## config.mk

```make
export PLATFORM = sky130hd
export DESIGN_NAME = dds_sweep_ctrl
export DESIGN_NICKNAME = d
export VERILOG_FILES = /design/src/rtl/dds_sweep_ctrl.sv
export SDC_FILE = /design/constraint.sdc
export NUM_CORES = 1
export LEC_CHECK = 0
export CORE_MARGIN = 5
export CORE_UTILIZATION = 30
export CTS_CLUSTER_DIAMETER = 120
export DETAILED_ROUTE_END_ITERATION = 10
export PLACE_DENSITY_LB_ADDON = 0.05
export SLEW_MARGIN = 0
export SYNTH_ARGS = -nofsm -noshare
export SYNTH_HDL_FRONTEND = slang
export SYNTH_SLANG_ARGS = --single-unit
```

## constraint.sdc

```tcl
create_clock -name clk -period 8.45 [get_ports clk]
set_input_delay 2.1125 -clock clk [delete_from_list [all_inputs] [get_ports clk]]
set_output_delay 2.1125 -clock clk [all_outputs]
set_load 0.01 [all_outputs]
```

## src/rtl/dds_sweep_ctrl.sv

```systemverilog
// rtl/dds_sweep_ctrl.sv - linear frequency-word sweep generator feeding the DDS accumulator
module dds_sweep_ctrl #(
    parameter int KW = 32,
    parameter int PW = 11,
    parameter int DW = 16
) (
    input  logic          clk,
    input  logic          rst_n,
    input  logic          start,
    input  logic          abort,
    input  logic [KW-1:0] f_start,
    input  logic [KW-1:0] f_stop,
    input  logic [KW-1:0] f_step,
    input  logic [DW-1:0] dwell,
    input  logic [PW-1:0] p_off,
    input  logic [1:0]    mode,
    output logic [KW-1:0] K,
    output logic [PW-1:0] P,
    output logic          busy,
    output logic          done,
    output logic          err
);

    typedef enum logic [1:0] {
        S_IDLE  = 2'd0,
        S_DWELL = 2'd1,
        S_STEP  = 2'd2,
        S_DONE  = 2'd3
    } state_t;

    localparam logic [1:0] MODE_REPEAT   = 2'b01;
    localparam logic [1:0] MODE_TRIANGLE = 2'b10;

    state_t        state_q;
    logic [KW-1:0] k_q;
    logic [PW-1:0] p_q;
    logic          busy_q;
    logic          done_q;
    logic          err_q;
    logic [DW-1:0] cnt_q;
    logic [DW-1:0] reload_q;
    logic [KW-1:0] lo_q;
    logic [KW-1:0] hi_q;
    logic [KW-1:0] fstart_q;
    logic [KW-1:0] step_q;
    logic [1:0]    mode_q;
    logic          dir_up_q;
    logic          base_up_q;

    logic [KW:0]   up_sum;
    logic [KW:0]   dn_diff;
    logic [KW-1:0] up_next_d;
    logic [KW-1:0] dn_next_d;
    logic          at_end;
    logic          cfg_bad;
    logic [DW-1:0] dwell_m1;

    // Candidate next words in both directions, one bit wider so carry/borrow
    // can be caught and clamped before it ever reaches the output.
    always_comb begin
        up_sum    = {1'b0, k_q} + {1'b0, step_q};
        dn_diff   = {1'b0, k_q} - {1'b0, step_q};
        up_next_d = (up_sum >= {1'b0, hi_q}) ? hi_q : up_sum[KW-1:0];
        dn_next_d = (dn_diff[KW] || (dn_diff[KW-1:0] <= lo_q)) ? lo_q : dn_diff[KW-1:0];
        at_end    = dir_up_q ? (k_q == hi_q) : (k_q == lo_q);
        cfg_bad   = (f_step == '0) || (f_start == f_stop);
        dwell_m1  = (dwell == '0) ? '0 : (dwell - DW'(1));
    end

    // Sweep FSM; every output is a register updated here.
    always_ff @(posedge clk or negedge rst_n) begin
        if (!rst_n) begin
            state_q   <= S_IDLE;
            k_q       <= '0;
            p_q       <= '0;
            busy_q    <= 1'b0;
            done_q    <= 1'b0;
            err_q     <= 1'b0;
            cnt_q     <= '0;
            reload_q  <= '0;
            lo_q      <= '0;
            hi_q      <= '0;
            fstart_q  <= '0;
            step_q    <= '0;
            mode_q    <= 2'b00;
            dir_up_q  <= 1'b1;
            base_up_q <= 1'b1;
        end else begin
            done_q <= 1'b0;
            err_q  <= 1'b0;
            if (abort) begin
                state_q <= S_IDLE;
                busy_q  <= 1'b0;
            end else begin
                case (state_q)
                    S_IDLE, S_DONE: begin
                        if (start) begin
                            if (cfg_bad) begin
                                err_q <= 1'b1;
                            end else begin
                                state_q   <= S_DWELL;
                                k_q       <= f_start;
                                p_q       <= p_off;
                                busy_q    <= 1'b1;
                                cnt_q     <= dwell_m1;
                                reload_q  <= dwell_m1;
                                fstart_q  <= f_start;
                                step_q    <= f_step;
                                mode_q    <= mode;
                                lo_q      <= (f_start < f_stop) ? f_start : f_stop;
                                hi_q      <= (f_start < f_stop) ? f_stop : f_start;
                                dir_up_q  <= (f_start < f_stop);
                                base_up_q <= (f_start < f_stop);
                            end
                        end
                    end
                    S_DWELL: begin
                        if (cnt_q == '0) begin
                            state_q <= S_STEP;
                        end else begin
                            cnt_q <= cnt_q - DW'(1);
                        end
                    end
                    S_STEP: begin
                        state_q <= S_DWELL;
                        cnt_q   <= reload_q;
                        if (!at_end) begin
                            k_q <= dir_up_q ? up_next_d : dn_next_d;
                        end else begin
                            case (mode_q)
                                MODE_REPEAT: begin
                                    k_q      <= fstart_q;
                                    dir_up_q <= base_up_q;
                                end
                                MODE_TRIANGLE: begin
                                    // At an endpoint K equals that limit, so the
                                    // opposite-direction candidate is endpoint -/+ step.
                                    k_q      <= dir_up_q ? dn_next_d : up_next_d;
                                    dir_up_q <= ~dir_up_q;
                                end
                                default: begin
                                    state_q <= S_DONE;
                                    done_q  <= 1'b1;
                                    busy_q  <= 1'b0;
                                end
                            endcase
                        end
                    end
                    default: state_q <= S_IDLE;
                endcase
            end
        end
    end

    assign K    = k_q;
    assign P    = p_q;
    assign busy = busy_q;
    assign done = done_q;
    assign err  = err_q;

endmodule

```

Yosys cells after proc, flatten, opt, wreduce, memory -nomap -nowiden
Cells that the tools add are included.
- flip-flop bits (word level): 212
- output and inout bits: 46
- $add $sub $neg: 4
- magnitude comparators: 3
- equality and inequality tests: 19
- muxes and demuxes: 43
- bitwise operators: 3
- reduce and logical (&&, ||, !) cells: 16
- operators by type and width (kind ; number):
    32-bit 2-to-1 mux ; 9
    32-bit case mux with 2 select lines ; 2
    32-bit == test ; 3
    16-bit 2-to-1 mux ; 4
    16-bit case mux with 3 select lines ; 1
    32-bit by 32-bit adder with 33-bit output ; 1
    33-bit by 32-bit >= comparator with 1-bit output ; 1
    32-bit by 32-bit subtractor with 33-bit output ; 1
    32-bit less-or-equal comparator ; 1
    16-bit logical NOT ; 2
    32-bit logical NOT ; 1
    32-bit < comparator ; 1
    16-bit by 1-bit subtractor with 16-bit output, second input constant ; 2
    3-bit != test, second input constant ; 6
    1-bit 2-to-1 mux ; 17
    2-bit 2-to-1 mux ; 6
    5-bit AND reduction ; 2
    2-bit != test, second input constant ; 4
    4-bit AND reduction ; 2
    2-bit == test, second input constant ; 3
    1-bit case mux with 2 select lines ; 3
    2-bit case mux with 3 select lines ; 1
    6-bit AND reduction ; 1
    2-bit by 1-bit == test with 1-bit output, second input constant ; 2
    other kinds (8) ; 12

Depth between registers and ports, before layout
Gate-level depths: netlist of the first run.
- word-level depth: 8
- gate-level depth with buffers: 25
- gate-level depth less buffers: 23

Worst setup path after synthesis of the first run
OpenSTA, ideal clock, no wires.
- path type: flip-flop to flip-flop
- from: register k_q[0] (netlist: K[0])
- to: register k_q[24] (netlist: K[24])
- data arrival time: 5.323 ns
- slack: 2.999 ns
- cell stages (with the launch flop): 25
- buffers on the path: 2
- period minus slack after synthesis: 5.451 ns
- cell sequence: dfrtp_1 -> inv_1 -> ha_1 -> inv_1 -> fa_1 -> a21o_1 -> a311o_1 -> a211o_1 -> a21oi_1 -> o221ai_1 -> a32oi_1 -> o21bai_1 -> xnor2_1 -> ha_1 -> nand4_1 -> nor4_1 -> o21ai_0 -> o21ai_0 -> o31a_1 -> and2_1 -> buf_2 -> clkbuf_1 -> mux2_2 -> a221oi_1 -> a21oi_1
- cells in the longest elaborated chain, start to end: 8
- elaborated cells on any way between the ends: 17
- those cells by class: 2 x add/sub; 2 x order compare; 3 x eq/ne; 8 x mux; 2 x reduce/logical
- ends and longest elaborated chain (element ; line ; source):
    from (decl) ; 35 ; logic [KW-1:0] k_q;
    from (signal assigned) ; 102 ; k_q <= f_start;
    from (signal assigned) ; 128 ; k_q <= dir_up_q ? up_next_d : dn_next_d;
    from (signal assigned) ; 132 ; k_q <= fstart_q;
    32-bit by 32-bit subtractor with 33-bit output ; 62 ; dn_diff = {1'b0, k_q} - {1'b0, step_q};
    32-bit less-or-equal comparator ; 64 ; dn_next_d = (dn_diff[KW] || (dn_diff[KW-1:0] <= lo_q)) ? lo_q : dn_diff[KW-1:0];
    1-bit logical OR ; 64 ;
    32-bit 2-to-1 mux ; 64 ;
    32-bit 2-to-1 mux ; 138 ; k_q <= dir_up_q ? dn_next_d : up_next_d;
    32-bit case mux with 2 select lines ; 130 ; case (mode_q)
    32-bit 2-to-1 mux ; 127 ; if (!at_end) begin
    32-bit case mux with 2 select lines ; 95 ; case (state_q)
Parallel ways exist; a longest one is shown, timed or not.
A chain may end at the register's enable or synchronous reset.

Worst setup path after layout of the first run
- from: register k_q[9] (netlist: K[9])
- to: register k_q[19] (netlist: K[19])
The elaborated chain is that of the path after synthesis.

==> results of run 1 <==
-- placed cells by master, fill, tap and decap left out, drive strengths merged, types with 18 or more instances in the layout --
cell,count
a21o,41
a21oi,163
a221oi,24
a31oi,22
buf,35
clkbuf,43
clkdlybuf4s50,173
dfrtp,210
ha,166
inv,175
mux2i,48
nand2,341
nand3,91
nand4,37
nor2,135
nor2b,19
nor3,47
nor4,26
o211ai,23
o21ai,173
o221ai,70
o31ai,18
xnor2,56
xor2,47
-- through the flow --
stage | cells | setup slack [ps] | cell area, um^2 | hold WS [ps]
finish | 3214 | 710.0 | 21670 | 459.6
global route | 3214 | 434.4 | 21670 | 477.7
CTS | 3214 | 760.8 | 21670 | 459.0
detailed placement | 3158 | 830.2 | 20610 | 450.0
global placement | 3158 | 767.6 | 20610 | 446.0
floorplan | 2310 | 2999 | 18110 | 436.0
-- cell usage after synthesis (13+ instances only) --
| library cell | number |
|---|---|
| o31ai_1 | 18 |
| xor2_1 | 47 |
| a21o_1 | 41 |
| o211ai_1 | 23 |
| a31oi_1 | 21 |
| o21ai_0 | 161 |
| clkbuf_1 | 117 |
| nand2b_1 | 15 |
| nor3_1 | 46 |
| o21a_1 | 14 |
| nor2_1 | 134 |
| o221ai_1 | 70 |
| dfrtp_1 | 210 |
| xnor2_1 | 56 |
| a221oi_1 | 24 |
| nand2_1 | 341 |
| nor4_1 | 26 |
| or3_1 | 13 |
| a21oi_1 | 162 |
| inv_1 | 175 |
| ha_1 | 166 |
| buf_2 | 14 |
| nand3_1 | 91 |
| mux2i_1 | 48 |
| nand4_1 | 37 |
| nor2b_1 | 19 |
| o21bai_1 | 16 |
| a211oi_1 | 15 |
-- worst paths after layout --
path	from	cells after the start	endpoint
setup / recovery	K[9]	21	K[19]
hold / removal	base_up_q	2	base_up_q
setup reg to reg	K[9]	21	K[19]
hold reg to reg	base_up_q	2	base_up_q
max in group asynchronous	rst_n	2	P[0]
min in group asynchronous	rst_n	1	fstart_q[11]
-- sequential cells by signal (all words and copies together), names as in the netlist --
signal / count
err: 1
lo_q: 32
reload_q: 16
hi_q: 32
base_up_q: 1
step_q: 32
K: 32
fstart_q: 32
cnt_q: 16
busy: 1
state_q: 2
done: 1
P: 11
dir_up_q: 1
mode_q: 2
-- metal layers --
layer	routed length (um)	track usage	part of all wire	vias to the layer above
met5	0	0	0	-
met4	2340	0.05937	0.028	0
met3	4417	0.02762	0.053	98
met2	35890	0.3761	0.43	602
met1	40060	0.3607	0.48	8826
li1	-	-	-	8511
-- kinds of logic (layout without fill, tap and decap cells) --
logic type	count (synthesis)	count (layout)	synth area share
AND/OR/NAND/NOR	789	789	0.2021
AO/OA/AOI/OAI	665	665	0.2395
buffers and inverters	318	440	0.06771
flip-flops	212	212	0.2931
adder cells (fa/ha/maj)	168	168	0.1169
XOR/XNOR	103	103	0.04982
multiplexers	55	55	0.03089
-- critical path: stages, from the launching register on --
cell	delay, ps
dfrtp_1	520
ha_1	510
nor2_1	440
nand2_1	90
a211oi_1	870
o211ai_1	330
a21oi_1	570
o31ai_1	330
o211ai_1	510
nand2_1	110
ha_1	310
nand2_1	70
or3_1	500
or2_2	330
o22ai_1	130
a211o_1	230
or2_2	700
buf_4	320
a21o_1	200
a31oi_1	120
o32ai_1	300
nor2_1	60
-- area by class of cell --
class                   count  area [um^2]  area share
repair buffers            208         2052     0.09469
clock inverters            13        202.7    0.009354
well taps                 782        978.4     0.04515
flip-flops and latches    212         5308      0.2449
inverters                 176        660.6     0.03049
clock buffers              43        859.6     0.03967
multi-input cells        1780        11610      0.5357
==> reports/results.ini, run 1 <==
[die]
die_h_um = 255.7
num_rows = 90
start_util = 0.3017
dieArea_um2 = 65370
core-area_um2 = 60020
die_w_um = 255.7
io_pins = 175

[final_layout]
drive_above_1_share = 0.05140
nFillCells = 6313
fin_util = 0.3610
finalNetCount = 2705
area_growth_pct = 19.66
n_antenna_cell = 0

[cts]
cts.clk_slew.worst_paths_ps = 60
clock_sinks = 212
cts_tree = done
postCtsSetupBuffers = 0
clockBufferDepth = 3
ctsResizeCount = 0
cts_root_buf = clkbuf_16
cts.htree.levels = 1
cts_inserted_buffers = 30
clock_latency_ps = 610
cts.hold.buffers_added = 0

[job]
maxCapViolations = 0

[timing]
grt_setup_unrepaired = no
skew_ps = 24.31
period_share = 0.9160
hold_viol_final = 0
relSlewSlack = 0.08322
setup_viol = 0
worst_pin_slew_ps = 1363
fin_crit_ps = 7740
timing.fmax_mhz = 129.2
slew_violations = 0
fin_setup_tns_ps = 0

[routing]
drc = 0
drt-total-wl_um = 82710
antenna_left = 0
dr.first_iter.drc_count = 1510
vias_per_cell = 5.612
wire_per_inst_um = 25.73
vias = 18040
first_pass_iters = 5

[placement]
gp_congestion = 0.9026
io_buffer_count = 174
dp_hpwl_um = 61690

[setup_path]
rrSetupSlack_ps = 710
critPathMaxFanout = 26
crit_arrival_ps = 8220
cp-end-kind = flop
worstPathRequired_ps = 8930
critical_path_class = flop to flop
critPathLaunchType = flop

[synthesis]
netlist_area_um2 = 18110
ys_warn_count = 0
syn_area_per_cell_um2 = 7.839
ys_async_sr_fraction = 1.000
seq_area_frac_synth = 0.2931
synth_cell_types = 79
synth-seq-cells = 212
yosysTopAreaCell = dfrtp_1
ys.flop_type = dfrtp_1
synth_top_area_share = 0.2902
synthTopCellsByArea = dfrtp_1 29%, ha_1 11%, nand2_1 7.1%
synth_nets = 2607
synth_edf_count = 0
synthCells = 2310

[status]
run_status = complete, no violations

[grt]
grt.total_usage = 0.2424
grt-ovfl-total = 0
grt_pass1_vias = 17720
grt_max_degree = 176
antenna_found_initial = 0
grt_pass1_wl_um = 122000

[hold_path]
holdCritPathClass = flop to flop

Power of run 1 is left out: the tool's default activity adds up to more than one toggle a clock period on the data nets, which glitch-free logic cannot reach.
==> run 2, diff against run 1 <==
Settings changed: SETUP_SLACK_MARGIN set to 0.3.
==> results of run 2 <==
Same layout as run 1: the final DEF is identical, and so are final timing and power.
Power of run 2 is left out for the same reason.
==> run 3, diff against run 2 <==
Settings changed: GPL_TIMING_DRIVEN set to 1.
==> results of run 3 <==
Same layout as run 1: the final DEF is identical, and so are final timing and power.
Power of run 3 is left out for the same reason.
